==> src/rtl/hs_slave_fifo_if.sv <==
// Valid/ready channel pair for hs_slave_fifo: one input channel and one output channel.
interface hs_slave_fifo_if #(
    parameter int DATA_W = 32
);
    logic [DATA_W-1:0] data;
    logic              valid;
    logic              ready;
    logic [DATA_W-1:0] data_out;
    logic              out_valid;
    logic              out_ready;

    modport slave (
        input  data,
        input  valid,
        output ready,
        output data_out,
        output out_valid,
        input  out_ready
    );

    modport master (
        output data,
        output valid,
        input  ready,
        input  data_out,
        input  out_valid,
        output out_ready
    );
endinterface

==> src/rtl/hs_slave_fifo.sv <==
// Valid/ready slave with a DEPTH-entry first-word fall-through FIFO.
// Optional HS_FIFO_STATS_EN adds the xfer_cnt and stall_seen statistics outputs.
module hs_slave_fifo #(
    parameter int DATA_W   = 32,
    parameter int DEPTH    = 4,
    parameter int AFULL_TH = 3
) (
    input  logic                   clk,
    input  logic                   rst_n,
    hs_slave_fifo_if.slave         bus,
    output logic [$clog2(DEPTH):0] count,
    output logic                   afull
`ifdef HS_FIFO_STATS_EN
    ,
    output logic [31:0]            xfer_cnt,
    output logic                   stall_seen
`endif
);

    localparam int AW = $clog2(DEPTH);
    localparam int CW = AW + 1;
    localparam logic [CW-1:0] CNT_ONE   = {{(CW-1){1'b0}}, 1'b1};
    localparam logic [CW-1:0] CNT_ZERO  = {CW{1'b0}};
    localparam logic [CW-1:0] CNT_FULL  = CW'(DEPTH);
    localparam logic [CW-1:0] CNT_AFULL = CW'(AFULL_TH);
    localparam logic [AW-1:0] PTR_ONE   = {{(AW-1){1'b0}}, 1'b1};

    logic [DATA_W-1:0] mem_r [DEPTH];
    logic [AW-1:0]     wr_ptr_r;
    logic [AW-1:0]     rd_ptr_r;
    logic [CW-1:0]     count_r;
    logic [CW-1:0]     count_next_s;
    logic              ready_r;
    logic              out_valid_r;
    logic              afull_r;
    logic              push_s;
    logic              pop_s;

    // Handshake decode and next occupancy; ready is a register so a full FIFO
    // never accepts a beat even when a pop happens in the same cycle.
    always_comb begin
        push_s       = bus.valid && ready_r;
        pop_s        = out_valid_r && bus.out_ready;
        count_next_s = count_r;
        case ({push_s, pop_s})
            2'b10:   count_next_s = count_r + CNT_ONE;
            2'b01:   count_next_s = count_r - CNT_ONE;
            default: count_next_s = count_r;
        endcase
    end

    // Pointers, occupancy and the status flags all registered from the next count.
    always_ff @(posedge clk or negedge rst_n) begin
        if (!rst_n) begin
            wr_ptr_r    <= {AW{1'b0}};
            rd_ptr_r    <= {AW{1'b0}};
            count_r     <= CNT_ZERO;
            ready_r     <= 1'b0;
            out_valid_r <= 1'b0;
            afull_r     <= 1'b0;
        end else begin
            count_r     <= count_next_s;
            ready_r     <= (count_next_s != CNT_FULL);
            out_valid_r <= (count_next_s != CNT_ZERO);
            afull_r     <= (count_next_s >= CNT_AFULL);
            if (push_s) begin
                wr_ptr_r <= wr_ptr_r + PTR_ONE;
            end
            if (pop_s) begin
                rd_ptr_r <= rd_ptr_r + PTR_ONE;
            end
        end
    end

    // Storage array; contents survive reset and are masked by out_valid instead.
    always_ff @(posedge clk) begin
        if (push_s) begin
            mem_r[wr_ptr_r] <= bus.data;
        end
    end

    assign bus.ready     = ready_r;
    assign bus.out_valid = out_valid_r;
    assign bus.data_out  = out_valid_r ? mem_r[rd_ptr_r] : {DATA_W{1'b0}};
    assign count         = count_r;
    assign afull         = afull_r;

`ifdef HS_FIFO_STATS_EN
    logic [31:0] xfer_cnt_r;
    logic        stall_seen_r;

    // Accepted-beat counter (natural 32-bit wrap) and sticky input-stall flag.
    always_ff @(posedge clk or negedge rst_n) begin
        if (!rst_n) begin
            xfer_cnt_r   <= 32'd0;
            stall_seen_r <= 1'b0;
        end else begin
            if (push_s) begin
                xfer_cnt_r <= xfer_cnt_r + 32'd1;
            end
            if (bus.valid && !ready_r) begin
                stall_seen_r <= 1'b1;
            end
        end
    end

    assign xfer_cnt   = xfer_cnt_r;
    assign stall_seen = stall_seen_r;
`endif

endmodule

==> src/flat_wrapper.sv <==
// flat-port wrapper written by rule: the top's interface ports become plain ports
module hs_slave_fifo_flat 
#(
    parameter int DATA_W   = 32,
    parameter int DEPTH    = 4,
    parameter int AFULL_TH = 3
)
  (clk, rst_n, count, afull, bus_data, bus_valid, bus_ready, bus_data_out, bus_out_valid, bus_out_ready);
  hs_slave_fifo_if #(.DATA_W(DATA_W)) bus_i ();
  input  logic clk;
  input  logic rst_n;
  output logic [$clog2(DEPTH):0] count;
  output logic afull;
  input wire logic [$bits(bus_i.data)-1:0] bus_data;
  input wire logic [$bits(bus_i.valid)-1:0] bus_valid;
  output wire logic [$bits(bus_i.ready)-1:0] bus_ready;
  output wire logic [$bits(bus_i.data_out)-1:0] bus_data_out;
  output wire logic [$bits(bus_i.out_valid)-1:0] bus_out_valid;
  input wire logic [$bits(bus_i.out_ready)-1:0] bus_out_ready;
  assign bus_i.data = bus_data;
  assign bus_i.valid = bus_valid;
  assign bus_ready = bus_i.ready;
  assign bus_data_out = bus_i.data_out;
  assign bus_out_valid = bus_i.out_valid;
  assign bus_i.out_ready = bus_out_ready;
  hs_slave_fifo #(.DATA_W(DATA_W), .DEPTH(DEPTH), .AFULL_TH(AFULL_TH)) u_core (.clk(clk), .rst_n(rst_n), .bus(bus_i), .count(count), .afull(afull));
endmodule
==> config.mk <==
export PLATFORM = sky130hd
export DESIGN_NAME = hs_slave_fifo_flat
export DESIGN_NICKNAME = d
export VERILOG_FILES = /design/src/rtl/hs_slave_fifo_if.sv /design/src/rtl/hs_slave_fifo.sv /design/src/flat_wrapper.sv
export SDC_FILE = /design/constraint.sdc
export NUM_CORES = 1
export LEC_CHECK = 0
export BUFFER_PORTS_ARGS = -buffer_cell sky130_fd_sc_hd__buf_2
export CORE_ASPECT_RATIO = 1.75
export CORE_MARGIN = 1.5
export CORE_UTILIZATION = 43
export DETAILED_ROUTE_END_ITERATION = 6
export GPL_TIMING_DRIVEN = 1
export MAX_ROUTING_LAYER = met4
export SLEW_MARGIN = 10
export SYNTH_ARGS = -nofsm -noshare
export SYNTH_HDL_FRONTEND = slang
export SYNTH_SLANG_ARGS = --single-unit
==> constraint.sdc <==
create_clock -name clk -period 2.1 [get_ports clk]
set_input_delay 0.315 -clock clk [delete_from_list [all_inputs] [get_ports clk]]
set_output_delay 0.315 -clock clk [all_outputs]
set_load 0.01 [all_outputs]
---- After elaboration in Yosys (flattened, before gate mapping) ----
Memories as Yosys holds them, arrays and structs flattened.
Index checks and enable logic that the tools add are counted.
Widths: inputs -> output; s select.
storage, ports and cells
  bits in registers ....................... 10
  bits in writable memories ............... 128
  bits of input ports ..................... 36
  word-level logic and storage cells ...... 22
  memories ................................ 1
operators by class
  add/subtract/negate cells ............... 4
  order comparisons ....................... 1
  eq/ne operators ......................... 3
  multiplexer cells ....................... 4
  reductions and logical operators ........ 3
memories
  memory        words  bits a word  rd ports  clocked after memory_dff  write ports  line                 source
  u_core.mem_r  4      32           1         0                         1            hs_slave_fifo.sv:28  logic [DATA_W-1:0] mem_r [DEPTH];
operators by type and width
  operator             count
  $mux 32              1
  $pmux 3 s2           1
  $add 2x1->2 const B  2
  $add 3x1->3 const B  1
  $ge 3x2->1 const B   1
  $ne 3x3->1 const B   1
  $reduce_bool 3->1    1
  $sub 3x1->3 const B  1
  $eq 2x1->1 const B   1
  $eq 2x2->1 const B   1
  $logic_and 1x1->1    2
  $mux 1               2

---- Depth between registers and ports, before layout ----
Gate-level depths: netlist of the first run.
  depth in word-level cells ............... 4
  mapped depth ............................ 6

---- Least setup slack after synthesis of the first run ----
Ideal clock, no wire load.
  path type ............................... flip-flop to flip-flop
  start point ............................. register u_core.out_valid_r (netlist: u_core.bus.out_valid)
  end point ............................... register u_core.afull_r (netlist: u_core.afull)
  setup time .............................. 69 ps
  arrival ................................. 1814 ps
  required time ........................... 2031 ps
  slack ................................... 217 ps
  cell stages (with the launch flop) ...... 7
  path buffers ............................ 0
  clock period less this slack ............ 1883 ps
  cells stage by stage .................... dfrtp_1 -> and2_1 -> ha_1 -> fa_1 -> xnor2_1 -> or3_1 -> nand3_1
between the ends
  word-level cells in the longest chain between the ends .. 4
  elaborated cells between the ends (all ways) .. 5
  those cells by class .................... order compare (1); eq/ne (2); mux (1); reduce/logical (1)
ends and longest elaborated chain
  element                                   line                 source
  start, declared                           hs_slave_fifo.sv:34  logic out_valid_r;
  start signal, assigned                    hs_slave_fifo.sv:64  out_valid_r <= (count_next_s != CNT_ZERO);
  $logic_and 1x1->1 (*)                     hs_slave_fifo.sv:43  pop_s = out_valid_r && bus.out_ready;
  $eq 2x1->1 or $eq 2x2->1 (tied branches)  hs_slave_fifo.sv:45  case ({push_s, pop_s})
  $pmux 3 s2 (*)                            hs_slave_fifo.sv:45
  $ge 3x2->1 (*)                            hs_slave_fifo.sv:65  afull_r <= (count_next_s >= CNT_AFULL);
  end signal, assigned                      hs_slave_fifo.sv:65
  end, declared                             hs_slave_fifo.sv:35  logic afull_r;
Every way passes the cells marked *; elsewhere a longest branch is shown, timed or not.
A chain may end at the register's enable or synchronous reset.

---- Worst setup path in the final report of the first run ----
  start point ............................. register u_core.rd_ptr_r[0]
  end point ............................... output bus_data_out[9]
between the ends
  word-level cells in the longest chain between the ends .. 2
ends and longest elaborated chain
  element                 line                 source
  start, declared         hs_slave_fifo.sv:30  logic [AW-1:0] rd_ptr_r;
  start signal, assigned  hs_slave_fifo.sv:56  rd_ptr_r <= {AW{1'b0}};
  start signal, assigned  hs_slave_fifo.sv:70  rd_ptr_r <= rd_ptr_r + PTR_ONE;
  $mem_v2 4x32            -
  $mux 32                 hs_slave_fifo.sv:84  assign bus.data_out = out_valid_r ? mem_r[rd_ptr_r] : {DATA_W{1'b0}};
  end, declared           flat_wrapper.sv:17   output wire logic [$bits(bus_i.data_out)-1:0] bus_data_out;
No other way between the ends.

==> results.py, run 1 <==
metrics = {
    "status": {
        "status": "complete, but fails checks",
        "violations": "setup timing",
    },
    "sta": {
        "slew_viol_final": 0,
        "period_minus_slack_ns": 2.217,
        "worst_pin_slew_ns": 0.3974,
        "finalClockSkew_ns": 0.005712,
        "fmax_mhz": 451.1,
        "max_slew_margin_pct": 73.51,
        "worst_slack_ns": -0.1170,
        "hold_slack_ns": 0.1225,
        "rsz0062_at_grt": "true",
        "finalSetupViolations": 32,
        "period_share_pct": 105.6,
        "hold_violations": 0,
        "fin_tns_setup_ns": -2.421,
    },
    "power_and_ir_drop": {
        "powerDensity_mw_per_mm2": 1541,
        "peakVddDrop_uv": 801.1,
        "total_power_mw": 10.56,
        "leakage_nw": 2.476,
    },
    "cells_and_area": {
        "fillers": 984,
        "syn_to_final_growth_pct": 27.08,
        "drive_above_1_share_pct": 50.00,
        "finalInstanceArea_mm2": 0.006852,
        "nNetsFinal": 386,
        "final_cells": 525,
        "fin_util_pct": 55.41,
    },
    "clock_tree": {
        "root_buffer": "clkbuf_16",
        "clock_latency_ns": 0.41,
        "cts_buffer_depth": 2,
        "clkSlewWorstSetupHoldPaths_ns": 0.06,
        "cts_made_buffers": 17,
        "cts_tree": "built",
        "cts_sinks": 138,
        "cts-htree-levels": 4,
    },
    "placed_design": {
        "place_congestion": 0.6911,
        "preCtsSetupSlack_ns": 0.1975,
        "portBuffers": 73,
        "postPlaceCellArea_mm2": 0.006006,
        "dpl.cell_count": 487,
        "hpwl_mm": 5.993,
    },
    "synthesis": {
        "syn_inst": 246,
        "yosysUniqueCellTypes": 24,
        "avgSynthCellArea_um2": 21.92,
        "synthFlopType": "edfxtp_1",
        "syn-cell-area_mm2": 0.005391,
        "synth_edf_count": 128,
        "seq_area_frac_synth_pct": 75.93,
        "yosysWarnings": 0,
        "syn-num-nets": 288,
        "async_flop_share_pct": 7.246,
        "ys_ff_latch": 138,
    },
    "hold_path": {
        "hold_class": "primary input to flop",
    },
    "worst_setup_path": {
        "critical_path_class": "flop to output pin",
        "critPathRequiredTime_ns": 1.78,
        "critical_path_peak_fanout": 5,
        "start_kind": "flop",
        "worst_setup_path_end_kind": "output pin",
        "critPathArrivalTime_ns": 1.90,
    },
    "drt": {
        "dr.pass1.iters": 4,
        "met1Wirelength_mm": 3.629,
        "route.met3.wl_um": 429,
        "drt_wl_total_mm": 9.822,
        "wl_met2_mm": 5.508,
        "antenna_left": 0,
        "highest_layer": "met4",
        "post-route-drc-count": 0,
        "drt-wirelength-per-cell_um": 18.71,
        "num_vias": 2619,
        "drtIter0Drc": 142,
        "vias_per_cell": 4.989,
    },
    "die": {
        "start_util_pct": 43.60,
        "pin_count": 74,
        "chipHeight_um": 151.1,
        "coreArea_mm2": 0.01236,
        "dieWidth_um": 87.65,
        "rows": 54,
        "die_area_mm2": 0.01325,
    },
    "global_routing": {
        "grt_pass1_wl_mm": 15.37,
        "grt_pass1_vias": 2902,
        "grt_overflow": 0,
        "antenna_found_initial": 1,
        "grt_max_degree": 34,
        "grtUsageTotal_pct": 17.16,
    },
    "run": {
        "maxCapViolCount": 0,
    },
}
[synthesized netlist by cell type (3+ instances only)]
| cell | n | area share [%] |
|---|---|---|
| mux4_2 | 28 | 12 |
| buf_2 | 3 | 0.28 |
| nand2_1 | 4 | 0.28 |
| buf_12 | 3 | 1.1 |
| mux4_1 | 4 | 1.9 |
| xnor2_1 | 5 | 0.81 |
| and2_1 | 33 | 3.8 |
| clkbuf_1 | 4 | 0.28 |
| ha_1 | 5 | 1.2 |
| dfrtp_1 | 10 | 4.6 |
| edfxtp_1 | 128 | 71 |
| and3_1 | 4 | 0.46 |
[logic make-up (layout without fill, tap and decap cells)]
family,Yosys count,after routing,share of synthesized area (%)
other,0,1,0
multiplexers,34,34,14.06
AND/OR/NAND/NOR,46,46,5.082
XOR/XNOR,6,6,0.9747
flip-flops,138,138,75.93
adder cells (fa/ha/maj),6,6,1.532
buffers and inverters,13,123,2.019
AO/OA/AOI/OAI,3,3,0.3945
[final timing paths]
| check | startpoint | endpoint | slack, ns | cells past startpoint |
|---|---|---|---|---|
| worst max register to register | u_core.bus.ready$_DFF_PN0_ | u_core.afull$_DFF_PN0_ | 0.24 | 6 |
| worst min register to register | u_core.count[2]$_DFF_PN0_ | u_core.bus.ready$_DFF_PN0_ | 0.54 | 1 |
| worst max-delay path | u_core.rd_ptr_r[0]$_DFFE_PN0N_ | bus_data_out[9] | -0.12 | 5 |
| min in group asynchronous | rst_n | u_core.bus.out_valid$_DFF_PN0_ | 0.28 | 2 |
| worst min-delay path | bus_data[24] | u_core.mem_r[0][24]$_DFFE_PP_ | 0.12 | 1 |
| max in group asynchronous | rst_n | u_core.rd_ptr_r[0]$_DFFE_PN0N_ | 1.61 | 2 |
[worst max-delay path, cell delays in order, from the launching register on]
cell	delay, ns
dfrtp_2	0.45
buf_12	0.15
buf_16	0.12
mux4_2	0.49
and2_4	0.17
buf_6	0.11
[cells in the final DEF (no fill, tap or decap), drive strengths merged]
| master | instances |
|---|---|
| edfxtp | 128 |
| buf | 89 |
| and2 | 33 |
| mux4 | 32 |
| clkbuf | 18 |
| dfrtp | 10 |
| clkinv | 7 |
| xnor2 | 5 |
| ha | 5 |
| nand2 | 4 |
| and3 | 4 |
| bufinv | 3 |
| clkinvlp | 3 |
| inv | 2 |
| mux2 | 2 |
| nand3 | 2 |
| diode | 1 |
| o21ai | 1 |
| or3 | 1 |
| nor2 | 1 |
| nor3b | 1 |
| a32oi | 1 |
| a21o | 1 |
| xor2 | 1 |
| fa | 1 |
| dlygate4sd3 | 1 |
[cell type report]
type,instances,area (um^2),share of cell area (%)
diodes,1,2.502,0.03652
repair buffers,90,723.2,10.56
clock inverters,13,153.9,2.246
flip-flops and latches,138,4096,59.79
well taps,168,210.2,3.068
inverters,2,7.507,0.1096
clock buffers,18,429.2,6.264
multi-input cells,95,1229,17.93
[sequential cells by signal (all words and copies together) (netlist names)]
name                  count
u_core.mem_r            128
u_core.wr_ptr_r           2
u_core.bus.out_valid      1
u_core.rd_ptr_r           2
u_core.bus.ready          1
u_core.count              3
u_core.afull              1
[power breakdown]
group	internal (mW)	switching (mW)
logic	2.19	1.65
clock network	1.85	1.05
registers	3.62	0.202
total	7.66	2.90
[layer usage]
layer	GRT usage (%)	up-vias
met2	28.92	71
met5	-	-
met4	8.810	0
met1	18.34	1347
met3	4.523	19
li1	-	1182
[what timing repair did]
item | CTS | global route
resized for setup | 29 | 17
endpoints found under the setup margin | 32 | 32
pin swaps | 0 | 0
cloned | 2 | 0
setup buffers | 2 | 1
hold buffers | 1 | 0
hold endpoints to repair | 10 | 0
Note: power is estimated with default switching activity, not from simulation.
==> inputs of run 2 (changes only) <==
SKIP_LAST_GASP = 1   (was unset)
clock period = 2.6 ns   (was 2.1 ns; I/O delays follow)
==> run 2 against run 1 <==
Effect of this change:
- design area shrank 4.2%
- critical path depth decreased by 1
- clock skew grew 0.0022 ns
- first-iteration DRC count grew 39%
- hold slack improved by 0.075 ns
- combinational power shrank 39%
- global-route usage shrank 1.1 points
- the run now ends clean
- die area stayed put
- count of clock-buffer cells in the layout unchanged
- sequential power down 19%
- routed wire length decreased by 4.3%
==> results.py, run 2 (synthesized netlist as in run 1, its figures left out) <==
metrics = {
    "status": {
        "status": "complete, no violations",
    },
    "global_routing": {
        "grt_max_degree": 34,
        "grt_pass1_vias": 2766,
        "grt_overflow": 0,
        "grtUsageTotal_pct": 16.03,
        "antenna_found_initial": 0,
        "grt_pass1_wl_mm": 14.57,
    },
    "sta": {
        "hold_violations": 0,
        "finalSetupViolations": 0,
        "period_share_pct": 91.77,
        "finalClockSkew_ns": 0.007920,
        "max_slew_margin_pct": 67.13,
        "fin_tns_setup_ns": 0,
        "fmax_mhz": 419.1,
        "rsz0062_at_grt": "false",
        "period_minus_slack_ns": 2.386,
        "worst_pin_slew_ns": 0.4931,
        "slew_viol_final": 0,
    },
    "power_and_ir_drop": {
        "total_power_mw": 7.702,
        "combPwrFrac_pct": 30.6,
        "leakage_nw": 2.337,
        "powerDensity_mw_per_mm2": 1173,
        "swShare_pct": 28.38,
        "peakVddDrop_uv": 685.6,
        "internal_power_mw": 5.516,
        "switchingPower_mw": 2.186,
        "power.share.sequential_pct": 40.4,
        "clkPwrFrac_pct": 29.0,
    },
    "drt": {
        "drt-wirelength-per-cell_um": 18.19,
        "drt_wl_total_mm": 9.404,
        "post-route-drc-count": 0,
        "dr.pass1.iters": 4,
        "num_vias": 2572,
        "antenna_left": 0,
        "vias_per_cell": 4.975,
        "drtIter0Drc": 197,
    },
    "worst_setup_path": {
        "start_kind": "flop",
        "cp-startpoint": "u_core.rd_ptr_r[0]$_DFFE_PN0N_",
        "critical_path_class": "flop to output pin",
        "path_buf_inv": 2,
        "critPathRequiredTime_ns": 2.21,
        "worstPathCellList": "buf_4, mux4_1, and2_1, buf_2",
        "critical_path_peak_fanout": 18,
        "critPathArrivalTime_ns": 2.00,
        "worst_setup_path_end_kind": "output pin",
        "cpPeakStageDelay_ns": 0.60,
        "cp_slowest_cell": "mux4_1",
        "cp_top_family": "multiplexers",
        "r2r-start": "u_core.bus.out_valid$_DFF_PN0_",
    },
    "placed_design": {
        "place_congestion": 0.6865,
        "portBuffers": 73,
        "hpwl_mm": 6.180,
    },
    "cells_and_area": {
        "mostFrequentLayoutCell": "edfxtp_1",
        "top_register": "u_core.mem_r",
        "fillers": 995,
        "most-common-layout-cells": "edfxtp_1, buf_2, and2_1",
        "diodes": 0,
        "largest_reg_flops": 128,
        "nNetsFinal": 378,
        "syn_to_final_growth_pct": 21.79,
        "fin_util_pct": 53.11,
        "drive_above_1_share_pct": 41.83,
    },
    "die": {
        "chipHeight_um": 151.1,
        "pin_count": 74,
        "dieWidth_um": 87.65,
        "start_util_pct": 43.60,
        "die_area_mm2": 0.01325,
        "rows": 54,
        "coreArea_mm2": 0.01236,
    },
    "clock_tree": {
        "cts_sinks": 138,
        "clkSlewWorstSetupHoldPaths_ns": 0.06,
        "root_buffer": "clkbuf_16",
        "cts_tree": "built",
        "clock_latency_ns": 0.40,
        "cts_buffer_depth": 2,
        "cts-htree-levels": 4,
        "cts_made_buffers": 17,
    },
    "hold_path": {
        "hp-start": "bus_data[24]",
        "hold_class": "primary input to flop",
    },
    "run": {
        "maxCapViolCount": 0,
    },
}
[run 2: changes by cell type in the layout (fill, tap and decap cells not counted), sizes merged]
cell	previous run	this run
buf	89	81
clkinv	7	8
diode	1	0
bufinv	3	2
clkinvlp	3	4
[run 2: power by group through the flow]
stage | sequential, mW | clock [mW] | combinational, mW
after floorplan | 3.09 | 0 | 1.69
after global placement | 3.13 | 0 | 2.42
after detailed placement | 3.16 | 0 | 2.43
after CTS | 3.12 | 2.27 | 2.44
after global routing | 3.15 | 2.36 | 2.60
final | 3.11 | 2.24 | 2.36
[run 2: area by class of cell]
class	instances	area, um^2	share of cell area [%]
flip-flops and latches	138	4096	62.39
multi-input cells	95	1194	18.18
repair buffers	82	498.0	7.584
clock buffers	18	429.2	6.536
well taps	168	210.2	3.201
clock inverters	14	131.4	2.001
inverters	2	7.507	0.1143
[run 2: path summary, 6_finish.rpt]
path / slack, ns / endpoint / depth (start not counted)
max: 0.21 / bus_data_out[30] / 4
min in group asynchronous: 0.39 / u_core.count[0]$_DFF_PN0_ / 2
min reg2reg: 0.54 / u_core.bus.ready$_DFF_PN0_ / 1
min: 0.20 / u_core.mem_r[0][24]$_DFFE_PP_ / 1
max in group asynchronous: 1.99 / u_core.rd_ptr_r[0]$_DFFE_PN0N_ / 2
max reg2reg: 0.72 / u_core.bus.out_valid$_DFF_PN0_ / 6
[run 2: worst reg2reg max path, delay by kind of cell, from the launching register on]
| kind | cells | cell delay [ns] |
|---|---|---|
| simple gates | 3 | 0.66 |
| xor+xnor | 1 | 0.18 |
| flops | 1 | 0.37 |
| fa+ha+maj | 2 | 0.61 |
[run 2: timing repair]
action                    in CTS  in global routing
hold endpoints to repair      10                  0
hold buffers                   1                  0
resized for setup              0                  0
setup buffers                  0                  0
[run 2: metrics by stage]
| stage | cells | hold WS [ns] | setup slack, ns | cell area (um^2) |
|---|---|---|---|---|
| floorplan | 246 | 0.09441 | 0.7169 | 5391 |
| global placement | 484 | 0.2644 | 0.6028 | 5996 |
| detailed placement | 484 | 0.2688 | 0.5961 | 5996 |
| CTS | 517 | 0.1848 | 0.1569 | 6566 |
| global route | 517 | 0.1854 | 0.08887 | 6566 |
| finish | 517 | 0.1978 | 0.2140 | 6566 |
[run 2: routing by layer]
metal  wire length, um  track usage [%]
met1              3607            16.95
met2              5300            28.38
met3               383            4.469
met4               112            5.476
met5                 0                -
==> inputs of run 3 (changes only) <==
CAP_MARGIN = 20   (was unset)
clock period = 2.9 ns   (was 2.6 ns; I/O delays follow)
==> run 3 against run 2 <==
Effect of this change:
- combinational power down 11%
- sequential share of layout area barely moved
- critical path depth did not move
- die area did not move
- cell count grew 0.58%
- worst setup slack gained 0.30 ns
- sequential power shrank 10%
- clock skew is 0.0030 ns higher
- clock power is 8% lower
- largest power group unchanged
- highest routed layer unchanged
==> results.py, run 3 (synthesized netlist as in run 1, its figures left out) <==
metrics = {
    "drt": {
        "dr.pass1.iters": 6,
        "drt-wirelength-per-cell_um": 18.11,
        "drt_wl_total_mm": 9.416,
        "drtIter0Drc": 178,
        "vias_per_cell": 4.958,
        "num_vias": 2578,
        "post-route-drc-count": 0,
        "antenna_left": 0,
    },
    "sta": {
        "hold_violations": 0,
        "max_slew_margin_pct": 57.62,
        "fin_tns_setup_ns": 0,
        "period_minus_slack_ns": 2.389,
        "fmax_mhz": 418.5,
        "rsz0062_at_grt": "false",
        "worst_slack_ns": 0.5106,
        "worst_pin_slew_ns": 0.6357,
        "finalClockSkew_ns": 0.01092,
        "finalSetupViolations": 0,
        "slew_viol_final": 0,
        "period_share_pct": 82.39,
    },
    "cells_and_area": {
        "finalInstanceArea_mm2": 0.006569,
        "largest_reg_flops": 128,
        "mostFrequentLayoutCell": "edfxtp_1",
        "nNetsFinal": 380,
        "drive_above_1_share_pct": 41.88,
        "top_register": "u_core.mem_r",
        "syn_to_final_growth_pct": 21.84,
        "most-common-layout-cells": "edfxtp_1, buf_2, and2_1",
    },
    "placed_design": {
        "place_congestion": 0.7089,
        "hpwl_mm": 6.076,
        "portBuffers": 73,
        "preCtsSetupSlack_ns": 0.8742,
        "postPlaceCellArea_mm2": 0.005973,
    },
    "power_and_ir_drop": {
        "peakVddDrop_uv": 619.2,
        "power.share.sequential_pct": 40.1,
        "clkPwrFrac_pct": 29.7,
        "internal_power_mw": 5.021,
        "switchingPower_mw": 1.951,
        "swShare_pct": 27.99,
        "combPwrFrac_pct": 30.2,
        "leakage_nw": 2.344,
        "powerDensity_mw_per_mm2": 1061,
    },
    "die": {
        "start_util_pct": 43.60,
        "coreArea_mm2": 0.01236,
        "dieWidth_um": 87.65,
        "die_area_mm2": 0.01325,
        "rows": 54,
        "pin_count": 74,
        "chipHeight_um": 151.1,
    },
    "global_routing": {
        "grt_pass1_wl_mm": 14.49,
        "antenna_found_initial": 1,
        "grtUsageTotal_pct": 15.98,
        "grt_pass1_vias": 2737,
        "grt_busiest_layer": "met2",
        "use_met1_pct": 17.43,
        "use_met2_pct": 27.77,
        "grt_util_met3_pct": 4.578,
        "grt_overflow": 0,
        "grt_max_degree": 34,
    },
    "clock_tree": {
        "clock_latency_ns": 0.40,
        "clkSlewWorstSetupHoldPaths_ns": 0.06,
        "post_cts_buffers": 0,
        "cts-htree-levels": 4,
        "cts_tree": "built",
        "cts_sinks": 138,
        "cts_buffer_depth": 2,
        "root_buffer": "clkbuf_16",
        "cts_made_buffers": 17,
    },
    "worst_setup_path": {
        "critical_path_peak_fanout": 14,
        "critical_path_class": "flop to output pin",
        "critPathArrivalTime_ns": 1.95,
        "critPathRequiredTime_ns": 2.47,
        "start_kind": "flop",
        "worst_setup_path_end_kind": "output pin",
    },
    "run": {
        "maxCapViolCount": 0,
    },
    "hold_path": {
        "hold_class": "primary input to flop",
    },
    "status": {
        "status": "complete, no violations",
    },
}
run 3: power by group through the flow:
| stage | Combinational [mW] | Clock (mW) | Sequential [mW] |
|---|---|---|---|
| floorplan | 1.52 | 0 | 2.77 |
| global route | 2.31 | 2.20 | 2.83 |
| CTS | 2.17 | 2.11 | 2.80 |
| finish | 2.10 | 2.07 | 2.80 |
| detailed placement | 2.16 | 0 | 2.84 |
| global placement | 2.14 | 0 | 2.82 |
run 3: repair_timing:
action,CTS,global route
gates resized for setup,0,0
hold buffers,1,0
hold endpoints to repair,10,0
endpoints found under the setup margin,0,0
run 3: critical path, stage by stage (launching register included):
cell and delay (ns):
dfrtp_2 0.38, buf_4 0.29, mux4_1 0.59, and2_1 0.17
buf_2 0.13
run 3: worst paths after layout:
| kind | to | cells past startpoint | from | slack, ns |
|---|---|---|---|---|
| worst max-delay path | bus_data_out[1] | 4 | u_core.rd_ptr_r[0]$_DFFE_PN0N_ | 0.51 |
| worst min-delay path | u_core.mem_r[2][17]$_DFFE_PP_ | 1 | bus_data[17] | 0.25 |
| worst max register to register | u_core.afull$_DFF_PN0_ | 6 | u_core.bus.out_valid$_DFF_PN0_ | 1.05 |
| worst min register to register | u_core.bus.ready$_DFF_PN0_ | 1 | u_core.count[2]$_DFF_PN0_ | 0.54 |
| max in group asynchronous | u_core.rd_ptr_r[1]$_DFFE_PN0N_ | 2 | rst_n | 2.25 |
| min in group asynchronous | u_core.count[2]$_DFF_PN0_ | 2 | rst_n | 0.42 |
run 3: routing by layer:
| layer | vias to the layer above | wire length (um) |
|---|---|---|
| met5 | - | 0 |
| met4 | 0 | 68 |
| met3 | 7 | 347 |
| met2 | 59 | 5414 |
| met1 | 1337 | 3586 |
| li1 | 1175 | - |
run 3: per-stage QoR:
| stage | power (mW) | hold slack, ns | std cells | utilization [%] |
|---|---|---|---|---|
| detailed placement | 5.003 | 0.3112 | 486 | 48.31 |
| finish | 6.972 | 0.2482 | 520 | 53.13 |
| floorplan | 4.291 | 0.1394 | 246 | - |
| global route | 7.333 | 0.2301 | 520 | 53.13 |
| global placement | 4.962 | 0.3065 | 486 | 48.31 |
| CTS | 7.079 | 0.2348 | 519 | 53.11 |
run 3: area by class of cell:
type	count	area [um^2]
sequential	138	4096
tap	168	210.2
clock buffer	17	425.4
timing repair buffer	84	475.5
clock inverter	15	157.7
fill	981	5796
multi-input combinational	95	1194
inverter	2	7.507
antenna	1	2.502
